==> src/rtl/imem_loader_if.sv <==
`default_nettype none
// ============================================================================
// Module   : imem_loader_if
// Purpose  : Byte-stream handshake plus instruction-memory write port.
// Revision : 1.0
// ============================================================================
interface imem_loader_if;
    logic [7:0]  i_Byte;
    logic        i_Valid;
    logic        o_Ready;
    logic        o_We;
    logic [31:0] o_Addr;
    logic [31:0] o_Data;

    // Loader side: consumes bytes, drives the memory write port.
    modport slave (
        input  i_Byte,
        input  i_Valid,
        output o_Ready,
        output o_We,
        output o_Addr,
        output o_Data
    );

    // Byte source / memory side.
    modport master (
        output i_Byte,
        output i_Valid,
        input  o_Ready,
        input  o_We,
        input  o_Addr,
        input  o_Data
    );
endinterface
`default_nettype wire

==> src/rtl/imem_loader.sv <==
`default_nettype none
// ============================================================================
// Module   : imem_loader
// Purpose  : Packs a big-endian byte stream into 32-bit words and writes them
//            to instruction memory until the halt word or memory is full.
//            Optional trailing XOR checksum: IMEM_LOADER_CHECKSUM_EN.
// Revision : 1.0
// ============================================================================
module imem_loader #(
    parameter int SIZE_IM = 128,
    parameter int CW      = $clog2(SIZE_IM) + 1
) (
    input  wire logic          clk,
    input  wire logic          reset,
    input  wire logic          start,
    imem_loader_if.slave       bus,
    output logic               o_Busy,
    output logic               o_Done,
    output logic               o_Error,
    output logic [CW-1:0]      o_WordCount
);

    localparam logic [31:0] HALT_WORD = 32'hFC00_0000;

`ifdef IMEM_LOADER_CHECKSUM_EN
    typedef enum logic [2:0] {IDLE, COLLECT, WRITE, CHECK, DONE} state_t;
`else
    typedef enum logic [2:0] {IDLE, COLLECT, WRITE, DONE} state_t;
`endif

    state_t         state, state_nx;
    logic [23:0]    shreg, shreg_nx;
    logic [1:0]     byte_idx, byte_idx_nx;
    logic [CW-1:0]  count, count_nx;
    logic [31:0]    addr, addr_nx;
    logic [31:0]    data, data_nx;
    logic           we, we_nx;
    logic           ready, ready_nx;
    logic           busy, busy_nx;
    logic           done, done_nx;
    logic           error, error_nx;
    logic           accept;
    logic [31:0]    full_word;
    logic [CW-1:0]  count_inc;
`ifdef IMEM_LOADER_CHECKSUM_EN
    logic [31:0]    csum, csum_nx;
`endif

    assign accept    = ready && bus.i_Valid;
    assign full_word = {shreg, bus.i_Byte};
    assign count_inc = count + CW'(1);

    always_ff @(posedge clk) begin
        if (reset) begin
            state    <= IDLE;
            shreg    <= '0;
            byte_idx <= '0;
            count    <= '0;
            addr     <= '0;
            data     <= '0;
            we       <= 1'b0;
            ready    <= 1'b0;
            busy     <= 1'b0;
            done     <= 1'b0;
            error    <= 1'b0;
`ifdef IMEM_LOADER_CHECKSUM_EN
            csum     <= '0;
`endif
        end else begin
            state    <= state_nx;
            shreg    <= shreg_nx;
            byte_idx <= byte_idx_nx;
            count    <= count_nx;
            addr     <= addr_nx;
            data     <= data_nx;
            we       <= we_nx;
            ready    <= ready_nx;
            busy     <= busy_nx;
            done     <= done_nx;
            error    <= error_nx;
`ifdef IMEM_LOADER_CHECKSUM_EN
            csum     <= csum_nx;
`endif
        end
    end

    always_comb begin
        state_nx    = state;
        shreg_nx    = shreg;
        byte_idx_nx = byte_idx;
        count_nx    = count;
        addr_nx     = addr;
        data_nx     = data;
        we_nx       = 1'b0;
        done_nx     = done;
        error_nx    = error;
`ifdef IMEM_LOADER_CHECKSUM_EN
        csum_nx     = csum;
`endif
        case (state)
            IDLE, DONE: begin
                if (start) begin
                    state_nx    = COLLECT;
                    byte_idx_nx = '0;
                    count_nx    = '0;
                    addr_nx     = '0;
                    done_nx     = 1'b0;
                    error_nx    = 1'b0;
`ifdef IMEM_LOADER_CHECKSUM_EN
                    csum_nx     = '0;
`endif
                end
            end
            COLLECT: begin
                if (accept) begin
                    shreg_nx    = full_word[23:0];
                    byte_idx_nx = byte_idx + 2'd1;
                    if (byte_idx == 2'd3) begin
                        state_nx = WRITE;
                        we_nx    = 1'b1;
                        data_nx  = full_word;
                        addr_nx  = 32'(count) << 2;
                    end
                end
            end
            WRITE: begin
                count_nx = count_inc;
`ifdef IMEM_LOADER_CHECKSUM_EN
                csum_nx  = csum ^ data;
`endif
                if (data == HALT_WORD) begin
`ifdef IMEM_LOADER_CHECKSUM_EN
                    state_nx = CHECK;
`else
                    state_nx = DONE;
                    done_nx  = 1'b1;
`endif
                end else if (count_inc == CW'(SIZE_IM)) begin
                    // Memory full without a terminator: truncated load.
                    state_nx = DONE;
                    done_nx  = 1'b1;
                    error_nx = 1'b1;
                end else begin
                    state_nx = COLLECT;
                end
            end
`ifdef IMEM_LOADER_CHECKSUM_EN
            CHECK: begin
                if (accept) begin
                    shreg_nx    = full_word[23:0];
                    byte_idx_nx = byte_idx + 2'd1;
                    if (byte_idx == 2'd3) begin
                        state_nx = DONE;
                        done_nx  = 1'b1;
                        if (full_word != csum) begin
                            error_nx = 1'b1;
                        end
                    end
                end
            end
`endif
            default: state_nx = IDLE;
        endcase
    end

    // Handshake/status outputs are registered from the next state.
    always_comb begin
        ready_nx = 1'b0;
        busy_nx  = 1'b0;
        case (state_nx)
            COLLECT: begin
                ready_nx = 1'b1;
                busy_nx  = 1'b1;
            end
            WRITE:   busy_nx = 1'b1;
`ifdef IMEM_LOADER_CHECKSUM_EN
            CHECK: begin
                ready_nx = 1'b1;
                busy_nx  = 1'b1;
            end
`endif
            default: begin
                ready_nx = 1'b0;
                busy_nx  = 1'b0;
            end
        endcase
    end

    assign bus.o_Ready  = ready;
    assign bus.o_We     = we;
    assign bus.o_Addr   = addr;
    assign bus.o_Data   = data;
    assign o_Busy       = busy;
    assign o_Done       = done;
    assign o_Error      = error;
    assign o_WordCount  = count;

endmodule
`default_nettype wire

==> src/flat_wrapper.sv <==
// flat-port wrapper written by rule: the top's interface ports become plain ports
module imem_loader_flat 
#(
    parameter int SIZE_IM = 128,
    parameter int CW      = $clog2(SIZE_IM) + 1
)
  (clk, reset, start, o_Busy, o_Done, o_Error, o_WordCount, bus_i_Byte, bus_i_Valid, bus_o_Ready, bus_o_We, bus_o_Addr, bus_o_Data);
  imem_loader_if bus_i ();
  input  wire logic clk;
  input  wire logic reset;
  input  wire logic start;
  output logic o_Busy;
  output logic o_Done;
  output logic o_Error;
  output logic [CW-1:0] o_WordCount;
  input wire logic [$bits(bus_i.i_Byte)-1:0] bus_i_Byte;
  input wire logic [$bits(bus_i.i_Valid)-1:0] bus_i_Valid;
  output wire logic [$bits(bus_i.o_Ready)-1:0] bus_o_Ready;
  output wire logic [$bits(bus_i.o_We)-1:0] bus_o_We;
  output wire logic [$bits(bus_i.o_Addr)-1:0] bus_o_Addr;
  output wire logic [$bits(bus_i.o_Data)-1:0] bus_o_Data;
  assign bus_i.i_Byte = bus_i_Byte;
  assign bus_i.i_Valid = bus_i_Valid;
  assign bus_o_Ready = bus_i.o_Ready;
  assign bus_o_We = bus_i.o_We;
  assign bus_o_Addr = bus_i.o_Addr;
  assign bus_o_Data = bus_i.o_Data;
  imem_loader #(.SIZE_IM(SIZE_IM), .CW(CW)) u_core (.clk(clk), .reset(reset), .start(start), .bus(bus_i), .o_Busy(o_Busy), .o_Done(o_Done), .o_Error(o_Error), .o_WordCount(o_WordCount));
endmodule
==> config.mk <==
export PLATFORM = sky130hd
export DESIGN_NAME = imem_loader_flat
export DESIGN_NICKNAME = d
export VERILOG_FILES = /design/src/rtl/imem_loader_if.sv /design/src/rtl/imem_loader.sv /design/src/flat_wrapper.sv
export SDC_FILE = /design/constraint.sdc
export NUM_CORES = 1
export LEC_CHECK = 0
export ABC_AREA = 1
export BUFFER_PORTS_ARGS = -buffer_cell sky130_fd_sc_hd__buf_2
export CAP_MARGIN = 20
export CORE_MARGIN = 2
export CORE_UTILIZATION = 45
export DETAILED_ROUTE_END_ITERATION = 7
export GPL_TIMING_DRIVEN = 0
export PLACE_DENSITY = 0.72
export SYNTH_ARGS = -nofsm -noshare
export SYNTH_HDL_FRONTEND = slang
export SYNTH_SLANG_ARGS = --single-unit
==> constraint.sdc <==
create_clock -name clk -period 2.6 [get_ports clk]
set_clock_uncertainty 0.2 [all_clocks]
set_input_delay 0.52 -clock clk [delete_from_list [all_inputs] [get_ports clk]]
set_output_delay 0.52 -clock clk [all_outputs]
set_load 0.01 [all_outputs]
==> results by stage, run 1 <==
Detailed routing:
- The final route contains 3067 vias.
- The final layout contains routed wiring with a total length of 8.19 mm.
- The violation count after the first detailed-route iteration is 163.
- The via-per-instance ratio is 4.78.
- The number of design rule violations left after detail routing is 0.
- Before antenna repair, the detailed router went through 4 iterations.
- Dividing the detail-routed wire length by the instance count gives 12.8 microns.
- The detail route stage leaves a number of antenna-violating nets equal to 0.

Floorplanning:
- The die covers 8350 sq um.
- The floorplan has 31 rows.
- The chip width is 91.4 microns.
- The height of the die is 91.4 microns.
- The total area inside the core boundary comes to 7330 sq um.
- For this configuration, the core starts out at a cell density of 46.9%.
- The total I/O pin count is 89.

Worst setup path:
- Along the worst path, the maximum fanout reaches 7.
- The source of the critical timing path is u_core.o_WordCount[0]$_SDFFE_PP0P_.
- STA classifies the critical path startpoint as a register.
- The worst setup path is captured at a register.
- The worst-path cell with the longest stage delay is sky130_fd_sc_hd__dfxtp_1.
- The classification of the worst setup path is reg2reg.
- The worst register-to-register path begins at u_core.o_WordCount[0]$_SDFFE_PP0P_.
- Walking the worst path, the cells encountered are ha_1 > nand3_1 > nand2_1 > nand2_1 > nor2_1 > nand2_1 > nor2_4 > nand2_1 > and2_4 > nand3_2 > nand2_1.
- The worst path required time is 2660 ps.
- The critical path data arrival time is 2010 ps.
- On the worst path, the slowest cell contributes a delay of 490 ps.
- Counting stages on the worst path, the most repeated cell is sky130_fd_sc_hd__nand2_1.
- The number of cells on the worst reg-to-reg path is 11.

Timing:
- The final count of hold timing violations came to 0.
- Setup violations remaining at the end of the flow were counted as 0.
- The highest achievable clock rate is 0.513 GHz.
- The final worst-path cycle share is 75.0%.
- After routing, the total negative slack on setup checks comes to 0 ps.
- The slew of the pin with the lowest slew margin is 648 ps.
- The tightest slew margin relative to the limit is 56.8%.
- The number of slew-limit violations in the final report is 0.
- Setup repair after global routing left no endpoint under its margin.
- The worst path needs 1950 ps of the cycle, external delays included.

Clock network:
- The clock tree from TritonCTS is yes.
- The number of cells upsized or downsized after cts is 0.
- The H-tree depth is 3.
- The CTS clock-pin slew for the worst setup and hold paths is 90 ps.
- Buffers inserted to repair hold after CTS numbered 0.
- The TritonCTS buffer count is 9.
- The library cell used as clock root buffer is sky130_fd_sc_hd__clkbuf_8.
- The insertion delay to the later sink of the worst-skew pair is 360 ps.
- The tree built by TritonCTS fans out to 82 sinks.
- In this run the deepest clock path goes through 2 buffers.
- The number of setup buffers added after CTS is 0.

Power and ir drop:
- The leakage power figure is 1.93 nW.
- The power consumption is 2.30 mW.
- VDD sags by at most 0.273 mV.
- In this run the power density over the cells is 553 nW/um^2.

Global routing:
- Global routing finished with a remaining overflow of 0.
- For this run, global-route usage on met3 was measured as 5.89%.
- The via count of the first global-routing pass is 2932.
- The met1 routing resource usage after global routing is 26.7%.
- The number of antenna violations at the first check in global routing is 0.
- The largest net degree at the start of global routing is 17.
- The first global-routing pass estimated 13.7 mm of wire.
- The busiest layer in global routing is met2.
- The routing usage on met2 is 32.7%.
- Global routing consumed, over all layers together, 20.7% of the routing resources.

Yosys:
- The count of cell types in the netlist is 32.
- The mapped netlist covers 3440 sq um.
- The part of the Yosys area used for sequential elements is 47.8%.
- Synthesis produced 438 cells.
- The flop and latch count out of synthesis is 82.
- The number of warnings issued by yosys is 0.
- Averaged over all synthesized cells, the footprint is 7.84 sq um.

Place:
- After detailed placement, the total cell area comes to 3970 sq um.
- At the end of routability-driven placement, the weighted congestion stood at 0.846.
- The detailed placement HPWL is 6.21 mm.
- The count of input and output buffers is 64.

Final layout:
- The area growth from synthesis to layout is 20.9%.
- Cells with a size suffix above 1 make up 26.4% of the layout.
- The layout has 689 filler cells.
- The number of inserted diodes is 0.
- Once layout is done, the placed cells without fillers occupy 4150 sq um.
- The net count of the finished layout is 551.

Job:
- The total of max-cap violations is 0.

Worst hold path:
- The worst hold path was traced through 3 stages.
- The worst hold-check path type is in2reg.
- The startpoint identified for the worst hold timing path is bus_i_Byte[5].

Outcome:
- The flow ran to the end, and the final reports show no timing, DRC or antenna violations.
synthesized netlist by cell type:
library cell,number,area share [%]
sky130_fd_sc_hd__nand2_1,54,5.9
sky130_fd_sc_hd__inv_2,7,0.76
sky130_fd_sc_hd__ha_1,2,0.73
sky130_fd_sc_hd__a31oi_1,1,0.18
sky130_fd_sc_hd__nand2_4,1,0.33
sky130_fd_sc_hd__a21oi_2,1,0.25
sky130_fd_sc_hd__a21oi_1,43,6.3
sky130_fd_sc_hd__nor2_2,3,0.55
sky130_fd_sc_hd__clkbuf_1,9,0.98
sky130_fd_sc_hd__nor2_1,61,6.7
sky130_fd_sc_hd__buf_6,3,0.98
sky130_fd_sc_hd__nor2_4,6,2.0
sky130_fd_sc_hd__or2_0,1,0.18
sky130_fd_sc_hd__dfxtp_1,82,48
sky130_fd_sc_hd__nand3_1,28,4.1
sky130_fd_sc_hd__nand2_2,7,1.3
sky130_fd_sc_hd__clkinv_1,1,0.11
sky130_fd_sc_hd__inv_4,1,0.18
sky130_fd_sc_hd__o211a_1,1,0.29
sky130_fd_sc_hd__o21ai_0,39,5.7
sky130_fd_sc_hd__xor2_1,1,0.25
sky130_fd_sc_hd__conb_1,1,0.11
sky130_fd_sc_hd__buf_1,1,0.11
sky130_fd_sc_hd__nand3_2,2,0.58
sky130_fd_sc_hd__buf_4,26,5.7
sky130_fd_sc_hd__inv_1,26,2.8
sky130_fd_sc_hd__nor2_8,1,0.58
sky130_fd_sc_hd__and2_4,1,0.25
sky130_fd_sc_hd__nand4_1,6,1.1
sky130_fd_sc_hd__o21ai_1,16,2.3
sky130_fd_sc_hd__buf_2,4,0.58
sky130_fd_sc_hd__a211oi_1,2,0.44
layer usage:
layer | vias up | wire length (microns)
met5 | - | 0
met4 | 0 | 148
met3 | 14 | 651
met2 | 104 | 3680
met1 | 1371 | 3720
li1 | 1578 | -
worst max-delay path: cells and delay by family (launching register included):
kind	cells	cell delay [ps]
DFF	1	490
adders and majority gates	1	260
and+or+nand+nor	10	900
logic make-up (layout without fill, tap and decap cells):
group                      after synthesis  count (layout)  synth area share (%)
and+or+nand+nor                        171             171                  23.5
xor gates and xnor gates                 1               1                 0.255
adders and majority gates                2               2                 0.728
buffers and inverters                   78             158                  12.2
other                                    1              25                 0.109
DFF                                     82              82                  47.8
AOI/OAI and AO/OA                      103             103                  15.4
layout by cell type (no fill, tap or decap), drive strengths merged, types with 6 or more instances in the layout:
master  netlist  routed
a21oi        44      44
buf          34      98
clkbuf        9      18
conb          1      25
dfxtp        82      82
inv          34      38
nand2        62      62
nand3        30      30
nand4         6       6
nor2         71      71
o21ai        55      55
path summary, 6_finish.rpt:
path,endpoint,slack [ps]
max,u_core.o_Busy$_SDFF_PP0_,650
min,u_core.bus.o_Data[5]$_SDFFE_PP0P_,170
max reg2reg,u_core.o_Busy$_SDFF_PP0_,650
min reg2reg,u_core.o_Done$_SDFFE_PP0P_,250
state kept, by name, summed over array words and instances, names as in the netlist:
name,flops
u_core.o_Busy,1
u_core.bus.o_We,1
u_core.bus.o_Addr,8
u_core.byte_idx,2
u_core.bus.o_Data,32
u_core.shreg,24
u_core.o_Error,1
u_core.o_Done,1
u_core.bus.o_Ready,1
u_core.state,3
u_core.o_WordCount,8
area by class of cell:
type | instances | area [sq um] | share of cell area, %
Buffer | 43 | 287 | 6.90
Clock buffer | 9 | 124 | 2.98
Clock inverter | 7 | 58.8 | 1.42
Inverter | 35 | 134 | 3.22
Multi-Input combinational cell | 302 | 1460 | 35.3
Sequential cell | 82 | 1640 | 39.5
Tap cell | 99 | 124 | 2.98
Timing Repair Buffer | 64 | 320 | 7.71
power breakdown:
part           total (mW)  switching [mW]  internal, mW
clock network       0.866           0.505         0.361
logic               0.156          0.0977        0.0585
registers            1.28         0.00774          1.27
metrics by stage:
stage	util [%]	std cells	hold slack, ps	worst slack (ps)
final	56.6	641	170	650
after global routing	56.6	641	183	487
after CTS	56.6	641	167	678
after detailed placement	54.2	625	237	649
after global placement	54.2	625	236	675
after floorplan	-	462	241	844
Note: power is estimated with default switching activity, not from simulation.
==> run 2, diff against run 1 <==
Settings changed: PLACE_DENSITY 0.72 to 0.74.
Clock period 2.6 ns to 1.78 ns, I/O delays scaled along.
==> results by stage, run 2 (same netlist as run 1, synthesis figures left out) <==
Outcome:
- The flow ran to the end, and the final reports show no timing, DRC or antenna violations.

Detailed routing:
- After detailed routing, the number of remaining DRC violations is 0.
- After detailed routing, the average wire length per cell comes to 13.2 microns.
- The total via count after detailed routing is 3204.
- Using the TritonRoute via totals, the vias-per-cell ratio works out to 4.91.
- The count of TritonRoute iterations in the first routing pass is 5.
- The routed wire length is 8.62 mm.
- The first routing iteration left 231 violations.
- The count of antenna-violating nets left after detailed routing is 0.

Timing:
- The highest achievable clock rate is 0.583 GHz.
- The clock period minus final worst setup slack is 1720 ps.
- The final count of hold timing violations is 0.
- Setup violations remaining at the end of the flow were counted as 0.
- The tightest hold path in the finished design has a slack of 9.12 ps.
- The tightest slew margin relative to the limit is 56.1%.
- The number of slew-limit violations in the final report came to 0.
- At the pin with the least slew margin, the transition time is 659 ps.
- Dividing the final minimum period by the clock period gives 96.4%.

Worst setup path:
- Data arrives at the worst endpoint at 1770 ps.
- The worst-path cell with the longest stage delay is sky130_fd_sc_hd__dfxtp_2.
- The number of cells on the worst reg-to-reg path is 10.
- The critical path is of the reg2reg type.
- The critical path goes through buf_6 > buf_6 > nand3_1 > xor2_1 > nand2_1 > nor2_4 > nand2_2 > and2_4 > nand3_2 > nand2_1.
- The critical path starts at u_core.o_WordCount[2]$_SDFFE_PP0P_.
- The worst path required time is 1830 ps.
- The critical path contains buffers and inverters numbering 2 combined.
- On the critical path the largest part of the delay comes from simple AND/OR/NAND/NOR gates.
- The nature of the critical path endpoint is a register.
- The highest net fanout along the worst path is 5.
- The capturing instance or port of the critical path is u_core.o_Busy$_SDFF_PP0_.
- The endpoint identified for the worst register-to-register timing path is u_core.o_Busy$_SDFF_PP0_.
- The delay of the slowest cell on the worst path is 340 ps.
- The launching element type of the critical path is a register.
- The worst register-to-register path has a setup slack of 60 ps.
- The startpoint identified for the worst register-to-register timing path is u_core.o_WordCount[2]$_SDFFE_PP0P_.
- The cell depth of the worst setup path is 10.

Clock network:
- The insertion delay to the later sink of the worst-skew pair is 360 ps.
- The H-tree depth is 3.
- Clock-pin slew was measured on the worst setup and hold paths at 90 ps.
- Clock tree synthesis found a total of 82 sinks.
- The TritonCTS buffer count is 9.
- The maximum number of buffers from clock root to sink is 2.
- The library cell used as clock root buffer is sky130_fd_sc_hd__clkbuf_8.
- TritonCTS built the clock tree.

Place:
- The routability congestion estimate from global placement is 0.885.
- After legalization and detailed placement, the total HPWL measured 6.14 mm.
- Buffers placed on the I/O ports in this run total 64.
- Counting tap cells, the placed design contains a total of 625 instances.

Global routing:
- The number of antenna violations at the first check in global routing is 0.
- The first global-routing pass estimated 13.4 mm of wire.
- The total grt overflow is 0.
- The via count of the first global-routing pass is 2905.
- The combined global-route utilization of all metal layers is 20.1%.
- The largest net degree at the start of global routing is 17.

Power and ir drop:
- IR analysis of the VDD net gives a maximum drop of 0.422 mV.
- Dividing total power by cell area gives a power density of 841 nW/um^2.
- The leakage power figure is 2.03 nW.

Floorplanning:
- The number of cell rows is 31.
- The initial utilization of the core area, before any placement, comes to 46.9%.
- The overall die area is 8350 sq um.
- Measured along the y axis, the die boundary spans 91.4 microns.
- The die is 91.4 microns wide.
- In this run the count of I/O pins placed on the die edge is 89.
- The core box area is 7330 sq um.

Final layout:
- The most common library cell in the layout ignoring fill and taps is sky130_fd_sc_hd__dfxtp_1.
- The register with the most flip-flops in the layout has 32 of them.
- The net count of the finished layout is 562.
- The number of cells in the finished layout apart from fillers is 652.
- The post-route netlist has 31.5% of its cells at a drive strength greater than 1.
- The area added between synthesis and finish is 27.3%.
- The number of antenna diodes in the final layout is 0.
- The top cell types in the final layout, fill and taps aside, are sky130_fd_sc_hd__dfxtp_1 (74), sky130_fd_sc_hd__buf_2 (68), sky130_fd_sc_hd__nor2_1 (59), sky130_fd_sc_hd__nand2_1 (49), sky130_fd_sc_hd__a21oi_1 (43).

Job:
- The total of max-cap violations is 0.

Worst hold path:
- The min-delay analysis places its worst path in the category in2reg.
## run 2: cell count changes in the layout (fill, tap and decap cells not counted), sizes merged
cell	before	now
dlygate4sd3	0	1
clkinvlp	2	0
bufinv	0	2
buf	98	108
## run 2: how the worst min path moves through the flow
stage                     cells past startpoint                                end  slack [ps]                    startpoint
after detailed placement                      2         u_core.o_Done$_SDFFE_PP0P_         240    u_core.o_Done$_SDFFE_PP0P_
after global routing                          3  u_core.bus.o_Data[5]$_SDFFE_PP0P_          30                 bus_i_Byte[5]
after floorplan                               2       u_core.shreg[1]$_SDFFE_PP0P_         240  u_core.shreg[1]$_SDFFE_PP0P_
final                                         3  u_core.bus.o_Data[5]$_SDFFE_PP0P_           9                 bus_i_Byte[5]
after global placement                        2         u_core.o_Done$_SDFFE_PP0P_         230    u_core.o_Done$_SDFFE_PP0P_
after CTS                                     3  u_core.bus.o_Data[5]$_SDFFE_PP0P_           6                 bus_i_Byte[5]
## run 2: worst register-to-register path, cell delays in order, from the launching register on
cell and delay, ps:
sky130_fd_sc_hd__dfxtp_2 340, sky130_fd_sc_hd__buf_6 130, sky130_fd_sc_hd__buf_6 100, sky130_fd_sc_hd__nand3_1 80, sky130_fd_sc_hd__xor2_1 180, sky130_fd_sc_hd__nand2_1 120, sky130_fd_sc_hd__nor2_4 130, sky130_fd_sc_hd__nand2_2 60
sky130_fd_sc_hd__and2_4 150, sky130_fd_sc_hd__nand3_2 60, sky130_fd_sc_hd__nand2_1 60
## run 2: report_power, final
| part | internal (mW) | switching, mW |
|---|---|---|
| Combinational | 0.0884 | 0.146 |
| Sequential | 1.85 | 0.0121 |
| Clock | 0.822 | 0.762 |
## run 2: metal layers
layer / vias up / part of all wire, % / global-route usage [%]
met3: 18 / 5.9 / 3.32
met5: - / 0 / 0
met2: 115 / 46 / 32.7
met1: 1462 / 46 / 26.0
met4: 0 / 2.2 / 9.34
li1: 1609 / - / -
## run 2: timing repair
item                       in CTS  in global routing
hold buffers                    1                  0
resized for setup               5                 33
setup endpoints to repair       4                 34
hold endpoints to repair        1                  0
pin swaps                       0                 12
cloned                          0                  0
setup buffers                   0                 10
## run 2: cell type report
cell class | count | area [sq um]
Fill cell | 671 | 2960
Sequential cell | 82 | 1660
Multi-Input combinational cell | 302 | 1520
Timing Repair Buffer | 75 | 409
Buffer | 43 | 299
Inverter | 35 | 136
Clock buffer | 9 | 124
Tap cell | 99 | 124
Clock inverter | 7 | 109
## run 2: through the flow
stage / power, mW / TNS, ps / utilization (%) / setup WS (ps) / instance area, sq um
global route: 3.78 / -21.2 / 59.7 / -7.26 / 4370
CTS: 3.67 / 0 / 57.7 / 1.29 / 4230
floorplan: 2.08 / 0 / - / 23.9 / 3530
finish: 3.68 / 0 / 59.7 / 63.7 / 4370
detailed placement: 2.13 / -267 / 54.2 / -103 / 3970
global placement: 2.13 / -173 / 54.2 / -87.8 / 3970
==> run 3, diff against run 2 <==
Settings changed: PLACE_DENSITY 0.74 to default, PLACE_DENSITY_LB_ADDON from default to 0.1.
==> results by stage, run 3 (same netlist as run 1, synthesis figures left out) <==
Timing:
- The highest achievable clock rate is 0.590 GHz.
- The number of slew-limit violations in the final report was 0.
- For the pin with the worst max-slew slack, the measured transition is 656 ps.
- The final worst slack is 84.7 ps.
- The tightest slew margin relative to the limit is 56.3%.
- The final count of hold timing violations is 0.
- Setup violations remaining at the end of the flow were counted as 0.
- Setup repair after global routing could not meet its margin everywhere.
- The clock period minus final worst setup slack is 1700 ps.
- After layout, the worst path uses 95.2% of the clock period.
- Hold timing on the final database bottoms out at a slack of 14.6 ps.
- The final total negative setup slack is 0 ps.

Final layout:
- The area added between synthesis and finish is 25.3%.
- The final core utilization is 58.7%.
- The library cells used most frequently in the layout, excluding fill and tap cells, are sky130_fd_sc_hd__dfxtp_1 (75), sky130_fd_sc_hd__buf_2 (68), sky130_fd_sc_hd__nor2_1 (58), sky130_fd_sc_hd__nand2_1 (51), sky130_fd_sc_hd__a21oi_1 (43).
- The register with the most flip-flops in the layout has 32 of them.
- The share of post-route cells with drive strength above 1 is 30.0%.
- After routing the design area is 4310 sq um.
- 0 antenna diodes ended up in the layout.
- The number of nets in the finished design is 555.
- The finished layout holds 645 standard cells, fillers aside.
- The most common library cell in the layout ignoring fill and taps is sky130_fd_sc_hd__dfxtp_1.

Worst setup path:
- The signal on the critical path passes through buf_4 > nand2_2 > nor2_4 > nand2_1 > nand2_1 > nand3_2 > nor2_4 > nand2_2 > and2_4 > nand3_2 > nand2_1.
- STA classifies the critical path startpoint as a register.
- For the worst setup path, the data required time is 1830 ps.
- The worst-path cell with the longest stage delay is sky130_fd_sc_hd__dfxtp_4.
- In this design, the stage delay of the slowest critical-path cell is 390 ps.
- The highest net fanout along the worst path is 6.
- The worst setup path is of the reg2reg kind.
- The critical path data arrival time is 1740 ps.
- The most numerous cell type found on the critical path is sky130_fd_sc_hd__nand2_1.
- The nature of the critical path endpoint is a register.

Clock network:
- The library cell used as clock root buffer is sky130_fd_sc_hd__clkbuf_8.
- The TritonCTS buffer count is 9.
- The clock drives 82 sinks.
- The H-tree depth is 3.
- After clock tree synthesis, the clock-pin slew on the worst setup and hold paths is 80 ps.
- The clock tree from TritonCTS is yes.
- The insertion delay to the later sink of the worst-skew pair is 350 ps.
- The longest clock path from root to sink contains 2 buffers.

Power and ir drop:
- For this design the static power due to leakage is 2.00 nW.
- The internal power is 2.76 mW.
- The design draws 3.57 mW.
- Registers are responsible for 52.1% of the overall power.
- The total power per unit cell area is 830 nW/um^2.
- In this run the power spent charging and discharging nets is 0.814 mW.
- Net switching is 22.8% of the power.
- The share of total power in combinational logic is 6.5%.
- The worst-case vdd ir drop is 0.420 mV.
- The clock group share of total power is 41.5%.

Place:
- The detailed placement HPWL is 6.15 mm.
- The count of input and output buffers is 64.
- The post-placement cell count is 625.
- The routability congestion estimate from global placement is 0.839.
- Summing all placed instances gives a cell area of 3970 sq um.
- The worst slack after detailed placement is -143 ps.

Detailed routing:
- For this block, the initial DRC count from the detailed router was 113.
- In the routed design, unresolved DRC markers number 0.
- In the final routed layout, each cell accounts on average for 12.7 microns.
- The count of antenna-violating nets left after detailed routing is 0.
- The count of TritonRoute iterations in the first routing pass is 4.
- The via-per-instance ratio is 4.80.
- Summed over all layers, the routed wires come to 8.22 mm.
- The total via count after detailed routing is 3099.

Global routing:
- The global-route wire length before repair is 13.3 mm.
- The number of antenna violations at the first check in global routing is 0.
- The combined global-route utilization of all metal layers is 20.0%.
- Entering global routing, the biggest net connects 14 pins.
- The via count of the first global-routing pass was 2773.
- The total grt overflow is 0.

Floorplanning:
- Once the floorplan was initialized, standard cells occupied 46.9% of the core.
- Pin placement for this block handled 89 I/O pins.
- The height of the die is 91.4 microns.
- The floorplan step set the die width to 91.4 microns.
- The total area inside the core boundary comes to 7330 sq um.
- The overall die area is 8350 sq um.
- The floorplan has 31 rows.

Worst hold path:
- The tightest min-delay check is of the in2reg type.

Outcome:
- The flow ran to the end, and the final reports show no timing, DRC or antenna violations.

Job:
- The total of max-cap violations is 0.
## run 3: changes by cell type in the layout (fill, tap and decap cells not counted), moves of 2 or more
cell                       previous run  this run
sky130_fd_sc_hd__buf_4               33        29
sky130_fd_sc_hd__buf_6                6         4
sky130_fd_sc_hd__clkinv_2             0         2
sky130_fd_sc_hd__inv_2                7         5
sky130_fd_sc_hd__inv_6                2         0
sky130_fd_sc_hd__inv_8                2         0
sky130_fd_sc_hd__nand2_1             49        51
sky130_fd_sc_hd__nand2_2             12         9
## run 3: repair_timing
action	in CTS	in global routing
endpoints found under the setup margin	6	35
pin swaps	0	9
cloned	0	0
setup buffers	0	4
resized for setup	8	27
hold buffers	0	0
## run 3: worst max-delay path, delay by kind of cell (launching register included)
kind                   cells  cell delay (ps)
buffers and inverters      1              130
DFF                        1              390
and+or+nand+nor           10              880
## run 3: area by class of cell
type                    instances  area (sq um)
flip-flops and latches         82          1660
clock inverters                 5          77.6
repair buffers                 68           350
multi-input cells             302          1520
clock buffers                  11           141
fillers                       690          3020
well taps                      99           124
plain buffers                  43           295
inverters                      35           139
## run 3: final timing paths
path	from	end	slack (ps)	depth (start not counted)
worst max register to register	u_core.o_WordCount[0]$_SDFFE_PP0P_	u_core.o_Busy$_SDFF_PP0_	80	11
worst min register to register	u_core.o_Done$_SDFFE_PP0P_	u_core.o_Done$_SDFFE_PP0P_	250	2
worst min-delay path	bus_i_Byte[1]	u_core.bus.o_Data[1]$_SDFFE_PP0P_	10	3
worst max-delay path	u_core.o_WordCount[0]$_SDFFE_PP0P_	u_core.o_Busy$_SDFF_PP0_	80	11
## run 3: power by group through the flow
stage | registers (mW) | clock network (mW) | logic (mW)
detailed placement | 1.91 | 0 | 0.227
CTS | 1.86 | 1.51 | 0.227
global placement | 1.91 | 0 | 0.225
finish | 1.86 | 1.48 | 0.232
global route | 1.86 | 1.60 | 0.257
floorplan | 1.91 | 0 | 0.171
## run 3: per-layer routing
layer,share of wire [%],track usage (%),vias up
li1,-,-,1583
met1,46,25.7,1430
met2,48,32.5,75
met3,5.3,4.81,11
met4,1.2,7.45,0
met5,0,0,-
